`config.mk`:
```
export PLATFORM = sky130hd
export DESIGN_NAME = ext_sram_ctrl
export DESIGN_NICKNAME = d
export VERILOG_FILES = /design/src/rtl/ext_sram_ctrl.sv
export SDC_FILE = /design/constraint.sdc
export NUM_CORES = 1
export LEC_CHECK = 0
export ABC_CLOCK_PERIOD_IN_PS = 2700
export CAP_MARGIN = 20
export CORE_MARGIN = 3
export CORE_UTILIZATION = 38
export CTS_CLUSTER_DIAMETER = 80
export DETAILED_ROUTE_END_ITERATION = 8
export PLACE_DENSITY = 0.79
export SKIP_LAST_GASP = 1
export SYNTH_ARGS = -nofsm -noshare
export SYNTH_HDL_FRONTEND = slang
export SYNTH_SLANG_ARGS = --single-unit
```
`constraint.sdc`:
```
create_clock -name CLK -period 2.7 [get_ports CLK]
set_input_delay 0.54 -clock CLK [delete_from_list [all_inputs] [get_ports CLK]]
set_output_delay 0.54 -clock CLK [all_outputs]
set_load 0.1 [all_outputs]
```
`src/rtl/ext_sram_ctrl.sv`:
```
// rtl/ext_sram_ctrl.sv - core bus strobes to timed 16-bit async SRAM cycles
// Define SRAM_POSTED_WRITE_EN to post writes in the background without WAIT.
module ext_sram_ctrl #(
  parameter int WAIT_STATES = 1,
  parameter int ADDR_BITS   = 15
) (
  input  logic                 CLK,
  input  logic                 RESETN,
  input  logic [15:0]          ADDR,
  input  logic [15:0]          DOUT,
  input  logic                 RDN,
  input  logic                 WRN0,
  input  logic                 WRN1,
  output logic [15:0]          DIN,
  output logic                 WAIT,
  output logic                 BUS_ERR,
  output logic [ADDR_BITS-1:0] SRAM_A,
  output logic [15:0]          SRAM_DQ_O,
  input  logic [15:0]          SRAM_DQ_I,
  output logic                 SRAM_DQ_OE,
  output logic                 SRAM_CEN,
  output logic                 SRAM_OEN,
  output logic                 SRAM_WEN,
  output logic                 SRAM_LBN,
  output logic                 SRAM_UBN
);

`ifdef SRAM_POSTED_WRITE_EN
  localparam bit POSTED = 1'b1;
`else
  localparam bit POSTED = 1'b0;
`endif

  localparam logic [2:0] S_IDLE   = 3'd0;
  localparam logic [2:0] S_SETUP  = 3'd1;
  localparam logic [2:0] S_ACCESS = 3'd2;
  localparam logic [2:0] S_HOLD   = 3'd3;
  localparam logic [2:0] S_DONE   = 3'd4;

  logic [2:0]           state;
  logic [3:0]           cnt;
  logic                 rdn_q, rdn_qq, wrn0_q, wrn1_q, wr_qq;
  logic                 wr_q, rd_fall, wr_fall, strobe_start, start_wr, start_both;
  logic                 cur_wr, lbn_r, ubn_r;
  logic [ADDR_BITS-1:0] a_r;
  logic [15:0]          d_r;
  logic                 req_valid, req_wr, req_lbn, req_ubn;
  logic [ADDR_BITS-1:0] req_a;
  logic [15:0]          req_d;
  logic                 launch_req, queue_req, load, active;
  logic                 ld_wr, ld_lbn, ld_ubn;
  logic [ADDR_BITS-1:0] ld_a;
  logic [15:0]          ld_d;
  logic                 unused_addr;

  // Edges are taken between two registered copies so the core strobes are sampled only once.
  assign wr_q         = wrn0_q & wrn1_q;
  assign rd_fall      = rdn_qq & ~rdn_q;
  assign wr_fall      = wr_qq & ~wr_q;
  assign strobe_start = rd_fall | wr_fall;
  assign start_wr     = ~wr_q;
  assign start_both   = ~wr_q & ~rdn_q;
  assign launch_req   = POSTED && req_valid && (state == S_IDLE || state == S_DONE);
  assign queue_req    = POSTED && strobe_start && !req_valid && (state != S_IDLE);
  assign load         = launch_req || (state == S_IDLE && strobe_start);
  assign active       = (state == S_SETUP) || (state == S_ACCESS) || (state == S_HOLD);
  assign unused_addr  = ADDR[0];

  always_comb begin
    ld_wr  = start_wr;
    ld_a   = ADDR[ADDR_BITS:1];
    ld_d   = DOUT;
    ld_lbn = start_wr ? wrn0_q : 1'b0;
    ld_ubn = start_wr ? wrn1_q : 1'b0;
    if (launch_req) begin
      ld_wr  = req_wr;
      ld_a   = req_a;
      ld_d   = req_d;
      ld_lbn = req_lbn;
      ld_ubn = req_ubn;
    end
  end

  always_ff @(posedge CLK or negedge RESETN) begin
    if (!RESETN) begin
      rdn_q  <= 1'b1;
      rdn_qq <= 1'b1;
      wrn0_q <= 1'b1;
      wrn1_q <= 1'b1;
      wr_qq  <= 1'b1;
    end else begin
      rdn_q  <= RDN;
      rdn_qq <= rdn_q;
      wrn0_q <= WRN0;
      wrn1_q <= WRN1;
      wr_qq  <= wr_q;
    end
  end

  always_ff @(posedge CLK or negedge RESETN) begin
    if (!RESETN) begin
      state   <= S_IDLE;
      cnt     <= '0;
      cur_wr  <= 1'b0;
      a_r     <= '0;
      d_r     <= '0;
      lbn_r   <= 1'b1;
      ubn_r   <= 1'b1;
      DIN     <= '0;
      BUS_ERR <= 1'b0;
    end else begin
      BUS_ERR <= strobe_start && start_both && (state == S_IDLE || queue_req);
      if (load) begin
        cur_wr <= ld_wr;
        a_r    <= ld_a;
        d_r    <= ld_d;
        lbn_r  <= ld_lbn;
        ubn_r  <= ld_ubn;
      end
      case (state)
        S_IDLE:   if (load) state <= S_SETUP;
        S_SETUP: begin
          state <= S_ACCESS;
          cnt   <= 4'(WAIT_STATES);
        end
        S_ACCESS: begin
          if (cnt == '0) begin
            state <= cur_wr ? S_HOLD : S_DONE;
            if (!cur_wr) DIN <= SRAM_DQ_I;
          end else begin
            cnt <= cnt - 4'd1;
          end
        end
        S_HOLD:   state <= S_DONE;
        S_DONE:   state <= load ? S_SETUP : S_IDLE;
        default:  state <= S_IDLE;
      endcase
    end
  end

  // Single-entry holding slot for a request that arrives while a posted write is running.
  always_ff @(posedge CLK or negedge RESETN) begin
    if (!RESETN) begin
      req_valid <= 1'b0;
      req_wr    <= 1'b0;
      req_a     <= '0;
      req_d     <= '0;
      req_lbn   <= 1'b1;
      req_ubn   <= 1'b1;
    end else if (queue_req) begin
      req_valid <= 1'b1;
      req_wr    <= start_wr;
      req_a     <= ADDR[ADDR_BITS:1];
      req_d     <= DOUT;
      req_lbn   <= start_wr ? wrn0_q : 1'b0;
      req_ubn   <= start_wr ? wrn1_q : 1'b0;
    end else if (launch_req) begin
      req_valid <= 1'b0;
    end
  end

  always_comb begin
    WAIT = (state == S_IDLE && strobe_start) || active;
    if (POSTED)
      WAIT = (strobe_start && (!start_wr || state != S_IDLE)) || req_valid || (active && !cur_wr);
  end

  assign SRAM_A     = a_r;
  assign SRAM_DQ_O  = d_r;
  assign SRAM_CEN   = ~active;
  assign SRAM_OEN   = ~(state == S_ACCESS && !cur_wr);
  assign SRAM_WEN   = ~(state == S_ACCESS && cur_wr);
  assign SRAM_DQ_OE = active && cur_wr;
  assign SRAM_LBN   = active ? lbn_r : 1'b1;
  assign SRAM_UBN   = active ? ubn_r : 1'b1;

endmodule

```
# Word-level counts from Yosys, hierarchy flattened
# Index checks and enable logic that the tools add are counted.
# totals
regBits	63
input_bits	53
output_inout_bits	55
word_cells	60
# op_classes
n_addsub	1
n_eq_ne	7
mux	11
n_bitwise	11
n_reduce_logical	16
# ops
op	n
3-bit one-hot mux with 5 select lines	1
3-bit 2-to-1 mux	3
4-bit one-hot mux with 2 select lines	1
3-bit by 2-bit equality test with 1-bit output (second input constant)	2
1-bit logical AND	6
1-bit inverter	6
1-bit 2-to-1 mux	5
1-bit bitwise AND	4
4-bit logical NOT	1
4-bit 2-to-1 mux	1
2-bit inequality test (second input constant)	2
2-bit AND reduction	2
4-bit by 1-bit subtractor with 4-bit output (second input constant)	1
3-bit by 1-bit equality test with 1-bit output (second input constant)	1
3-bit equality test (second input constant)	1
3-bit logical NOT	1
1-bit logical OR	3
3-bit AND reduction	1
2-bit by 1-bit inequality test with 1-bit output (second input constant)	1
2-bit nonzero test	1
1-bit logical NOT	1
1-bit OR	1

# Depth between registers and ports, before layout
# depth
depth_word	7
depth_mapped	7
mapped_depth_nobuf	5

# Worst setup path after synthesis
# No wires, ideal clock.
# synth_path
path_type	register -> output
startpoint	register state[1]
endpoint	output port SRAM_DQ_OE
t_arrival_ns	2.642
path_slack_ns	-0.482
stages_incl_launch_ff	5
n_path_buf	1
path_cell_list	dfrtp_1 > clkbuf_1 > nor2_1 > or2_2 > nor2_1
# synth_via
elab_chain_len	4
elab_cells_between_ends	6
classes_between	3 x eq/ne; 3 x reduce/logical
# synth_lines
item	line_no	rtl
from (decl)	40	logic [2:0] state;
from (signal assigned)	128	state <= cur_wr ? S_HOLD : S_DONE;
from (signal assigned)	135	S_DONE: state <= load ? S_SETUP : S_IDLE;
3-bit by 1-bit equality test with 1-bit output or 3-bit by 2-bit equality test with 1-bit output (tied branches)	66	assign active = (state == S_SETUP) || (state == S_ACCESS) || (state == S_HOLD);
1-bit logical OR	66	
1-bit logical OR *	66	
1-bit logical AND *	173	assign SRAM_DQ_OE = active && cur_wr;
to (decl)	20	output logic SRAM_DQ_OE,
# Every way passes the cells marked *; elsewhere a longest branch is shown, timed or not.

# Final worst setup path
# layout_path
startpoint	register state[1]
endpoint	output port WAIT
# layout_via
elab_chain_len	4
elab_cells_between_ends	8
classes_between	3 x eq/ne; 5 x reduce/logical
# layout_lines
item	line_no	rtl
3-bit by 1-bit equality test with 1-bit output or 3-bit by 2-bit equality test with 1-bit output (tied branches)	66	
1-bit logical OR (2 in a row)	66	
1-bit logical OR *	163	WAIT = (state == S_IDLE && strobe_start) || active;
to (decl)	15	output logic WAIT,
# Marks and branches as above.

==> impl_metrics.ini <==
[global_route]
antenna_found_initial = 0
grt_pass1_vias = 1890
grt_max_degree = 36
grt_pass1_wl_um = 8600
globalRouteOverflowTotal = 0
grt_usage_pct = 14.2

[timing]
fin_crit_ns = 2.34
worst_hold_slack_ns = 0.266
slew_headroom_pct = 53.1
rsz0062_at_grt = false
fin_setup_tns_ns = 0
setup_viol = 0
fin_worst_skew_ns = 0.00680
post-route-period-util_pct = 86.6
layout_setup_ws_ns = 0.362
slew_violations = 0
fmax_ghz = 0.428
hold_violations = 0
tightest_slew_ns = 0.703

[clock_tree]
cts_sinks = 63
cts_tree = done
cts-root-buf = clkbuf_8
cts_buffer_depth = 2
clk_latency_ns = 0.32
postCtsHoldBufs = 0
numCtsBuffers = 9
ctsHtreeMaxLevel = 3
cts_setup_buffers = 0
path_clk_slew_ns = 0.06
cts.repair.resized = 0

[floorplan]
die_area_um2 = 7830
die_h_um = 88.5
die_x_um = 88.5
top_level_ports = 108
core_region_area_um2 = 6460
rows = 29
start_util_pct = 40.1

[worst_setup_path]
crit_chain = nor2_1, or2_2, nand2_1, buf_12
crit_buf_inv = 1
critPathKind = reg2out
cp_max_fo = 12
crit_family = simple AND/OR/NAND/NOR gates
reg2reg_from = cnt[0]
max_stage_delay_ns = 0.62
cp_data_arrival_time_ns = 1.80
cp_slowest_cell = dfrtp_1
cp-start-kind = register
endpoint_kind = output port
required_ns = 2.16
critPathLaunch = state[1]

[logic_synthesis]
synthDistinctLibCells = 36
avgSynthCellArea_um2 = 14.8
synth_enable_flop_cells = 0
synth_compound_area_share_pct = 3.53
muxShareOfSynthArea_pct = 22.8
ys_ff_latch = 63
synth_ff_type = dfrtp_1
synth_area_leaders = dfrtp_1 54%, mux2_2 17%, dfstp_2 7.1%
synthAdderAreaFrac_pct = 0.484
synth_warnings = 0
synth_area_leader_cell = dfrtp_1
yosys.area_share.simple_pct = 9.09
synth_xor_area_share_pct = 0
synth_top_family_by_area = multiplexers
synth_cells = 175
synth_top_area_share_pct = 54.2
ys_async_sr_fraction_pct = 100
seq_area_frac_synth_pct = 61.3
synth_nets = 229
syn_area_um2 = 2590

[detailed_routing]
ant_nets = 0
viasPerCell = 4.94
highest_layer = met4
drt_iter0_drc = 64
wl_met1_um = 2200
route.detailed.drc = 0
vias = 1824
first_pass_iters = 4
wire_per_inst_um = 15.1
wirelength_um = 5560
met3WireLength_um = 424
met2_length_um = 2880

[place]
placed_area_um2 = 3620
hpwl_um = 3990
routabilityCongestion = 0.727
post-place-ws_ns = 0.596
io_buffers = 106

[cells_and_area]
drive_above_1_share_pct = 47.3
fill_cells = 537
multi_input_area_um2 = 947
insertedDiodeCount = 0
area_growth_pct = 48.3
fin_area_um2 = 3840
finalNetCount = 341
register_area_um2 = 1590

[job]
cap_viol_max_count = 0

[min_path]
hp-class = in2async

[status]
outcome = complete, no violations
-- stage by stage --
step                      cells  util, %
final                       369     59.4
after global routing        369     59.4
after CTS                   369     59.4
after detailed placement    353     56.1
after global placement      353     56.1
after floorplan             175        -
-- logic make-up (layout without fill, tap and decap cells) --
logic type      count (synthesis)  in the layout
buf+inv                        12            129
fa+ha+maj                       1              1
mux                            49             49
flops                          63             63
compound gates                 14             14
simple gates                   36             36
-- registers in the layout (all words and copies together) (netlist names) --
signal     count
SRAM_A        15
wrn1_q         1
rdn_q          1
state          3
BUS_ERR        1
cnt            4
wrn0_q         1
SRAM_DQ_O     16
cur_wr         1
rdn_qq         1
lbn_r          1
DIN           16
ubn_r          1
wr_qq          1
-- cells in the final DEF (no fill, tap or decap), drive strengths merged, types with 2 or more instances in the layout --
master,instances
a21boi,2
buf,59
bufinv,2
clkbuf,12
clkdlybuf4s50,50
clkinv,2
dfrtp,56
dfstp,7
inv,4
mux2,49
nand2,2
nand3,6
nor2,6
nor2b,4
nor3,2
o21ai,5
or3,3
or4,5
-- path summary, 6_finish.rpt --
| check | to | slack, ns | cells past startpoint |
|---|---|---|---|
| hold reg to reg | rdn_qq | 0.38 | 0 |
| hold / removal | cnt[2] | 0.27 | 1 |
| setup / recovery | WAIT | 0.36 | 4 |
| min in group CLK | rdn_qq | 0.38 | 0 |
| max in group asynchronous | DIN[12] | 1.81 | 2 |
| setup reg to reg | DIN[3] | 0.58 | 6 |
-- synth_stat cells, types with 2 or more instances --
cell	n
a21boi_0	2
buf_2	4
clkbuf_1	2
dfrtp_1	56
dfstp_2	7
inv_1	4
mux2_2	39
mux2_4	10
nand2_1	2
nand3_1	6
nor2_1	6
nor2b_1	4
nor3_1	2
o21ai_0	4
or3_1	3
or4_2	4
-- routing by layer --
layer	GRT usage (%)	vias to the layer above
met5	0	-
met4	5.77	0
met3	5.21	5
met2	24.3	64
met1	16.1	901
li1	-	854
-- worst register-to-register path, cell delays in order (launching register included) --
cell	delay [ns]
dfrtp_1	0.42
inv_1	0.08
ha_1	0.21
nor3b_4	0.28
or4b_1	0.46
buf_4	0.23
mux2_4	0.32
-- cell type report --
| class | instances | share of cell area [%] |
|---|---|---|
| clock buffer | 12 | 3.78 |
| timing repair buffer | 109 | 25.5 |
| clock inverter | 4 | 1.83 |
| sequential | 63 | 41.3 |
| multi-input combinational | 100 | 24.7 |
| tap | 77 | 2.51 |
| inverter | 4 | 0.391 |
Power is not shown: default switching activity piles up to over one toggle a cycle in this logic, so the estimate is an artifact.
